$ cat src/rtl/irrigation_scheduler.sv
// Irrigation cycle sequencer: IDLE -> FILL -> IRRIGATE -> CLEAN -> IDLE, timed from a 1 Hz enable
// with a two-digit BCD countdown, fill timeout, pause/resume on empty tank and pesticide cleaning.
module irrigation_scheduler #(
    parameter int FILL_MAX_S  = 30,
    parameter int SPRINKLER_S = 20,
    parameter int DRIP_S      = 30,
    parameter int CLEAN_S     = 10
) (
    input  logic       clk_50mhz,
    input  logic       rst,
    input  logic       tick_1hz,
    input  logic       start,
    input  logic       abort,
    input  logic [1:0] irr_type,
    input  logic       tank_full,
    input  logic       tank_empty,
    input  logic       pesticide,
    output logic [1:0] state_o,
    output logic       valve_fill,
    output logic       valve_sprinkler,
    output logic       valve_drip,
    output logic       valve_clean,
    output logic [1:0] ds_o,
    output logic [3:0] us_o,
    output logic       done_o,
    output logic       fault_o,
    output logic       alert_np_o
);

    typedef enum logic [1:0] {
        S_IDLE     = 2'b00,
        S_FILL     = 2'b01,
        S_IRRIGATE = 2'b10,
        S_CLEAN    = 2'b11
    } state_t;

    typedef struct packed {
        logic [1:0] tens;
        logic [3:0] units;
    } bcd_t;

    function automatic bcd_t to_bcd(input int v);
        bcd_t r;
        r.tens  = 2'(v / 10);
        r.units = 4'(v % 10);
        return r;
    endfunction

    // Saturates at 00 so a stray tick can never wrap the display.
    function automatic bcd_t bcd_dec(input bcd_t c);
        bcd_t r;
        r = c;
        if (c.units != 4'd0) begin
            r.units = c.units - 4'd1;
        end else if (c.tens != 2'd0) begin
            r.tens  = c.tens - 2'd1;
            r.units = 4'd9;
        end
        return r;
    endfunction

    localparam bcd_t FILL_BCD   = to_bcd(FILL_MAX_S);
    localparam bcd_t SPR_BCD    = to_bcd(SPRINKLER_S);
    localparam bcd_t DRIP_BCD   = to_bcd(DRIP_S);
    localparam bcd_t CLEAN_BCD  = to_bcd(CLEAN_S);
    localparam bcd_t CLEAN2_BCD = to_bcd(2 * CLEAN_S);
    localparam bcd_t BCD_ONE    = '{tens: 2'd0, units: 4'd1};
    localparam bcd_t BCD_ZERO   = '{tens: 2'd0, units: 4'd0};

    state_t state_q, state_d;
    bcd_t   cnt_q, cnt_d, saved_q, saved_d;
    logic   paused_q, paused_d;
    logic   spr_q, spr_d;
    logic   pest_q, pest_d;
    logic   done_q, done_d;
    logic   fault_q, fault_d;
    logic   alert_q, alert_d;
    bcd_t   clean_load;

    // NOTE: state registers use non-blocking assignments so every flop samples pre-edge values.
    always_ff @(posedge clk_50mhz) begin
        if (rst) begin
            state_q  <= S_IDLE;
            cnt_q    <= BCD_ZERO;
            saved_q  <= BCD_ZERO;
            paused_q <= 1'b0;
            spr_q    <= 1'b0;
            pest_q   <= 1'b0;
            done_q   <= 1'b0;
            fault_q  <= 1'b0;
            alert_q  <= 1'b0;
        end else begin
            state_q  <= state_d;
            cnt_q    <= cnt_d;
            saved_q  <= saved_d;
            paused_q <= paused_d;
            spr_q    <= spr_d;
            pest_q   <= pest_d;
            done_q   <= done_d;
            fault_q  <= fault_d;
            alert_q  <= alert_d;
        end
    end

    assign clean_load = pest_q ? CLEAN2_BCD : CLEAN_BCD;

    // NOTE: every signal gets a default before the case so no path leaves one unassigned (no latches).
    always_comb begin
        state_d  = state_q;
        cnt_d    = cnt_q;
        saved_d  = saved_q;
        paused_d = paused_q;
        spr_d    = spr_q;
        pest_d   = pest_q;
        done_d   = 1'b0;
        fault_d  = fault_q;
        alert_d  = alert_q;

        unique case (state_q)
            S_IDLE: begin
                if (start) begin
                    if (irr_type == 2'b10 && pesticide) begin
                        alert_d = 1'b1;
                    end else if (irr_type == 2'b01 || irr_type == 2'b10) begin
                        state_d  = S_FILL;
                        spr_d    = irr_type[1];
                        pest_d   = pesticide;
                        fault_d  = 1'b0;
                        alert_d  = 1'b0;
                        paused_d = 1'b0;
                        cnt_d    = FILL_BCD;
                    end
                end
            end
            S_FILL: begin
                if (abort) begin
                    state_d  = S_IDLE;
                    cnt_d    = BCD_ZERO;
                    paused_d = 1'b0;
                end else if (tank_full) begin
                    // A refill after an empty tank resumes the interrupted irrigation time.
                    state_d  = S_IRRIGATE;
                    cnt_d    = paused_q ? saved_q : (spr_q ? SPR_BCD : DRIP_BCD);
                    paused_d = 1'b0;
                end else if (tick_1hz) begin
                    if (cnt_q == BCD_ONE) begin
                        state_d  = S_IDLE;
                        cnt_d    = BCD_ZERO;
                        fault_d  = 1'b1;
                        paused_d = 1'b0;
                    end else begin
                        cnt_d = bcd_dec(cnt_q);
                    end
                end
            end
            S_IRRIGATE: begin
                if (abort) begin
                    state_d = S_CLEAN;
                    cnt_d   = clean_load;
                end else if (tank_empty) begin
                    state_d  = S_FILL;
                    saved_d  = cnt_q;
                    paused_d = 1'b1;
                    cnt_d    = FILL_BCD;
                end else if (tick_1hz) begin
                    if (cnt_q == BCD_ONE) begin
                        state_d = S_CLEAN;
                        cnt_d   = clean_load;
                    end else begin
                        cnt_d = bcd_dec(cnt_q);
                    end
                end
            end
            S_CLEAN: begin
                if (tick_1hz) begin
                    if (cnt_q == BCD_ONE) begin
                        state_d = S_IDLE;
                        cnt_d   = BCD_ZERO;
                        done_d  = 1'b1;
                    end else begin
                        cnt_d = bcd_dec(cnt_q);
                    end
                end
            end
            default: state_d = S_IDLE;
        endcase
    end

    assign state_o         = state_q;
    assign ds_o            = cnt_q.tens;
    assign us_o            = cnt_q.units;
    assign done_o          = done_q;
    assign fault_o         = fault_q;
    assign alert_np_o      = alert_q;
    assign valve_fill      = (state_q == S_FILL);
    assign valve_sprinkler = (state_q == S_IRRIGATE) && spr_q;
    assign valve_drip      = (state_q == S_IRRIGATE) && !spr_q;
    assign valve_clean     = (state_q == S_CLEAN);

endmodule

$ cat config.mk
export PLATFORM = sky130hd
export DESIGN_NAME = irrigation_scheduler
export DESIGN_NICKNAME = d
export VERILOG_FILES = /design/src/rtl/irrigation_scheduler.sv
export SDC_FILE = /design/constraint.sdc
export NUM_CORES = 1
export LEC_CHECK = 0
export ABC_CLOCK_PERIOD_IN_PS = 2680
export BUFFER_PORTS_ARGS = -buffer_cell sky130_fd_sc_hd__buf_2
export CORE_MARGIN = 3
export CORE_UTILIZATION = 50
export DETAILED_ROUTE_END_ITERATION = 16
export PLACE_DENSITY = 0.82
export SETUP_SLACK_MARGIN = 0.15
export SYNTH_ARGS = -nofsm -noshare
export SYNTH_HDL_FRONTEND = slang
export SYNTH_SLANG_ARGS = --single-unit
$ cat constraint.sdc
create_clock -name clk_50mhz -period 2.68 [get_ports clk_50mhz]
set_input_delay 0.134 -clock clk_50mhz [delete_from_list [all_inputs] [get_ports clk_50mhz]]
set_output_delay 0.134 -clock clk_50mhz [all_outputs]
set_load 0.005 [all_outputs]
==> flow_summary.html <==
<table>
<tr><th>Metric</th><th>Value</th></tr>
<tr><th colspan="2">Layout</th></tr>
<tr><td>Footprint of the multi-input gates</td><td>781 um2</td></tr>
<tr><td>Most common cell after layout, fill and taps aside</td><td>buf_2</td></tr>
<tr><td>Post-layout net count</td><td>193</td></tr>
<tr><td>Share of cells above drive strength 1</td><td>18.5%</td></tr>
<tr><td>Fill cell instance count of the final layout</td><td>209</td></tr>
<tr><td>Register Area</td><td>400 um2</td></tr>
<tr><td>Fin util</td><td>60.7%</td></tr>
<tr><td>Finished Cell Area</td><td>1400 um2</td></tr>
<tr><td>Commonest cells after routing, fill and taps aside</td><td>buf_2, nor2_1, dfxtp_1, a21oi_1, o21ai_0</td></tr>
<tr><td>Area growth from synthesis to final layout</td><td>11.7%</td></tr>
<tr><td>Count of placed standard cells in the final layout, fillers left out</td><td>206</td></tr>
<tr><td>Number of diodes</td><td>0</td></tr>
<tr><th colspan="2">Timing</th></tr>
<tr><td>Worst Clk Skew</td><td>0.00916 ns</td></tr>
<tr><td>Upper clock frequency limit</td><td>496 MHz</td></tr>
<tr><td>Setup ws final</td><td>0.663 ns</td></tr>
<tr><td>Final setup fails</td><td>0</td></tr>
<tr><td>Worst-case hold slack</td><td>0.0720 ns</td></tr>
<tr><td>Max Slew Vio Count</td><td>0</td></tr>
<tr><td>Final-report hold violation count</td><td>0</td></tr>
<tr><td>Sum of negative setup slack</td><td>0 ns</td></tr>
<tr><td>Crit share post-route</td><td>75.3%</td></tr>
<tr><td>Post-layout minimum cycle time</td><td>2.02 ns</td></tr>
<tr><td>Unrepaired setup endpoints after global routing</td><td>no</td></tr>
<tr><td>Slew margin rel.</td><td>49.0%</td></tr>
<tr><td>Transition time of the tightest slew-check pin</td><td>0.758 ns</td></tr>
<tr><th colspan="2">Global routing</th></tr>
<tr><td>Met3 track demand over resource</td><td>4.18%</td></tr>
<tr><td>Global route overflow</td><td>0</td></tr>
<tr><td>Number of antenna violations at the first check in global routing</td><td>0</td></tr>
<tr><td>Met2 track demand over resource in global routing</td><td>34.2%</td></tr>
<tr><td>GR peak layer</td><td>met2</td></tr>
<tr><td>Maximum number of pins on one net before global-route repair</td><td>18</td></tr>
<tr><td>Via count of the first global-routing pass</td><td>1198</td></tr>
<tr><td>GR Layer Usage met1</td><td>25.9%</td></tr>
<tr><td>All-Layer GR Usage</td><td>20.5%</td></tr>
<tr><td>First-pass GRT wire length</td><td>5280 um</td></tr>
<tr><th colspan="2">Place</th></tr>
<tr><td>Total half-perimeter wirelength after legalization and detailed placement</td><td>2360 um</td></tr>
<tr><td>Post-placement cell count</td><td>202</td></tr>
<tr><td>Post-placement setup slack</td><td>0.711 ns</td></tr>
<tr><td>Placer Congestion</td><td>0.954</td></tr>
<tr><td>I/O Buffers</td><td>24</td></tr>
<tr><td>Post-Place Cell Area</td><td>1360 um2</td></tr>
<tr><th colspan="2">Critical path</th></tr>
<tr><td>Worst path max stage delay</td><td>0.43 ns</td></tr>
<tr><td>Crit path max-delay cell type</td><td>or3b_4</td></tr>
<tr><td>CP startpoint kind</td><td>flip-flop</td></tr>
<tr><td>R2R Path Start</td><td>us_o[0]</td></tr>
<tr><td>Class of the most critical setup path</td><td>reg2reg</td></tr>
<tr><td>Slack of the worst reg-to-reg path</td><td>0.66 ns</td></tr>
<tr><td>FF-to-FF path depth</td><td>7</td></tr>
<tr><td>Arrival time at the worst endpoint</td><td>2.20 ns</td></tr>
<tr><td>CP Data Required Time</td><td>2.86 ns</td></tr>
<tr><td>Critical path, cell by cell</td><td>inv_1, ha_1, or3b_4, and2_2, a211oi_1, o32a_1, a311oi_1</td></tr>
<tr><td>Kind of end point of the critical path</td><td>flip-flop</td></tr>
<tr><td>Highest net fanout along the worst path</td><td>6</td></tr>
<tr><td>Start point of the critical path</td><td>us_o[0]</td></tr>
<tr><td>Crit Reg-Reg Endpoint</td><td>ds_o[0]</td></tr>
<tr><td>Timing endpoint of the critical path</td><td>ds_o[0]</td></tr>
<tr><th colspan="2">Detailed routing</th></tr>
<tr><td>Number of nets with antenna violations after detailed routing</td><td>0</td></tr>
<tr><td>Vias post-DR</td><td>1283</td></tr>
<tr><td>DRC violations left</td><td>0</td></tr>
<tr><td>Detailed-route vias per instance</td><td>6.23</td></tr>
<tr><td>Routed wire per std cell</td><td>15.0 um</td></tr>
<tr><td>Number of search-and-repair iterations in the first detailed-routing pass</td><td>4</td></tr>
<tr><td>DRT Wirelength</td><td>3100 um</td></tr>
<tr><td>DRC marker count from the first detailed-route iteration</td><td>47</td></tr>
<tr><th colspan="2">Clock network</th></tr>
<tr><td>Worst-case clock buffer depth</td><td>2</td></tr>
<tr><td>Cts bufs inserted</td><td>3</td></tr>
<tr><td>Number of gates resized after CTS</td><td>0</td></tr>
<tr><td>Post-CTS Hold Buffers</td><td>0</td></tr>
<tr><td>Clock latency reported for the late side of the worst-skew pair</td><td>0.31 ns</td></tr>
<tr><td>Clock tree from TritonCTS</td><td>built</td></tr>
<tr><td>Post-CTS clock slew at the launch and capture registers of the worst setup and hold paths</td><td>0.12 ns</td></tr>
<tr><td>H-Tree Level Count</td><td>1</td></tr>
<tr><td>Clock tree root driver cell</td><td>clkbuf_4</td></tr>
<tr><td>Clock sink count</td><td>20</td></tr>
<tr><td>Number of buffers inserted to repair setup after CTS</td><td>0</td></tr>
<tr><th colspan="2">Hold path</th></tr>
<tr><td>Type of the worst min-delay path</td><td>in2reg</td></tr>
<tr><th colspan="2">Synth</th></tr>
<tr><td>Flop and latch count out of synthesis</td><td>20</td></tr>
<tr><td>Net count after synthesis</td><td>173</td></tr>
<tr><td>Sequential cell area fraction in the yosys report</td><td>32.1%</td></tr>
<tr><td>Syn Std Cell Area</td><td>1250 um2</td></tr>
<tr><td>Number of synthesis warnings</td><td>0</td></tr>
<tr><td>Post-synth ARST share</td><td>0%</td></tr>
<tr><td>Number of flops mapped to enable cells by yosys</td><td>0</td></tr>
<tr><td>Ys flop type</td><td>dfxtp_1</td></tr>
<tr><td>Post-Syn Instances</td><td>159</td></tr>
<tr><td>Count of unique library cells instantiated by Yosys</td><td>45</td></tr>
<tr><td>Avg Cell Area, Syn</td><td>7.85 um2</td></tr>
<tr><th colspan="2">Outcome</th></tr>
<tr><td>Result of the run</td><td>completed</td></tr>
<tr><th colspan="2">Floorplanning</th></tr>
<tr><td>Die ar.</td><td>3130 um2</td></tr>
<tr><td>Site row count</td><td>17</td></tr>
<tr><td>Horizontal extent of the die</td><td>56.0 um</td></tr>
<tr><td>Effective utilization at floorplan</td><td>54.4%</td></tr>
<tr><td>Core Footprint</td><td>2300 um2</td></tr>
<tr><td>Die Height</td><td>56.0 um</td></tr>
<tr><td>IO Count</td><td>25</td></tr>
<tr><th colspan="2">Job</th></tr>
<tr><td>Number of max-cap violations</td><td>0</td></tr>
<tr><th colspan="2">Power</th></tr>
<tr><td>Power Density</td><td>444 nW/um2</td></tr>
<tr><td>Total Power Consumption</td><td>0.620 mW</td></tr>
<tr><td>Leakage power total</td><td>0.598 nW</td></tr>
<tr><td>Maximum VDD drop</td><td>337 uV</td></tr>
</table>
[Yosys cell counts (3+ instances only)]
| cell | instances | area share (%) |
|---|---|---|
| nand3_1 | 5 | 2.0 |
| nor3_1 | 3 | 1.2 |
| nor4_1 | 3 | 1.5 |
| buf_2 | 3 | 1.2 |
| o21ai_0 | 12 | 4.8 |
| or3_1 | 3 | 1.5 |
| a21oi_1 | 15 | 6.0 |
| nand2_1 | 7 | 2.1 |
| mux2i_1 | 6 | 4.8 |
| nor2b_1 | 3 | 1.5 |
| nor3b_1 | 3 | 1.8 |
| dfxtp_1 | 20 | 32 |
| ha_1 | 4 | 4.0 |
| inv_1 | 6 | 1.8 |
| nand2b_1 | 3 | 1.5 |
| and2_1 | 5 | 2.5 |
| a31oi_1 | 4 | 2.0 |
| clkbuf_1 | 4 | 1.2 |
| nor2_1 | 20 | 6.0 |
[final cells by class]
type                       count  share of cell area [%]
multi-input combinational    124                    56.0
sequential                    20                    28.7
timing repair buffer          24                    8.61
clock buffer                   4                    2.60
tap                           28                    2.51
inverter                       6                    1.61
[worst min path at each step]
stage	from	end	slack, ns	depth (start not counted)
after floorplan	pesticide	pest_q	0.28	2
after global placement	pesticide	pest_q	0.39	3
after detailed placement	pesticide	pest_q	0.40	3
after CTS	pesticide	pest_q	0.06	3
after global routing	pesticide	pest_q	0.09	3
final	pesticide	pest_q	0.07	3
[per-layer routing]
metal | vias to the layer above | part of all wire [%]
li1 | 624 | -
met1 | 607 | 42
met2 | 46 | 49
met3 | 6 | 8.5
met4 | 0 | 1.2
met5 | - | 0
[power by group]
part           leakage (nW)  switching, mW  internal (mW)
Clock                0.0210         0.0947         0.0830
Sequential            0.162         0.0223          0.307
Combinational         0.415         0.0667         0.0466
Total                 0.598          0.184          0.436
[logic make-up after synthesis]
logic type      synth area share [%]
compound gates                  25.7
fa+ha+maj                       4.01
buf+inv                         5.41
flops                           32.1
mux                             4.81
simple gates                    28.1
[registers in the layout (all words and copies together), names as in the netlist]
| register | count |
|---|---|
| alert_np_o | 1 |
| done_o | 1 |
| ds_o | 2 |
| fault_o | 1 |
| paused_q | 1 |
| pest_q | 1 |
| saved_q | 6 |
| spr_q | 1 |
| state_o | 2 |
| us_o | 4 |
[worst max-delay path: cells and delay by family (launching register included)]
family / cells / cell delay, ns
buffers and inverters: 1 / 0.13
DFF: 1 / 0.38
and+or+nand+nor: 2 / 0.64
AOI/OAI and AO/OA: 3 / 0.53
adders and majority gates: 1 / 0.22
(Power assumes the default switching activity.)
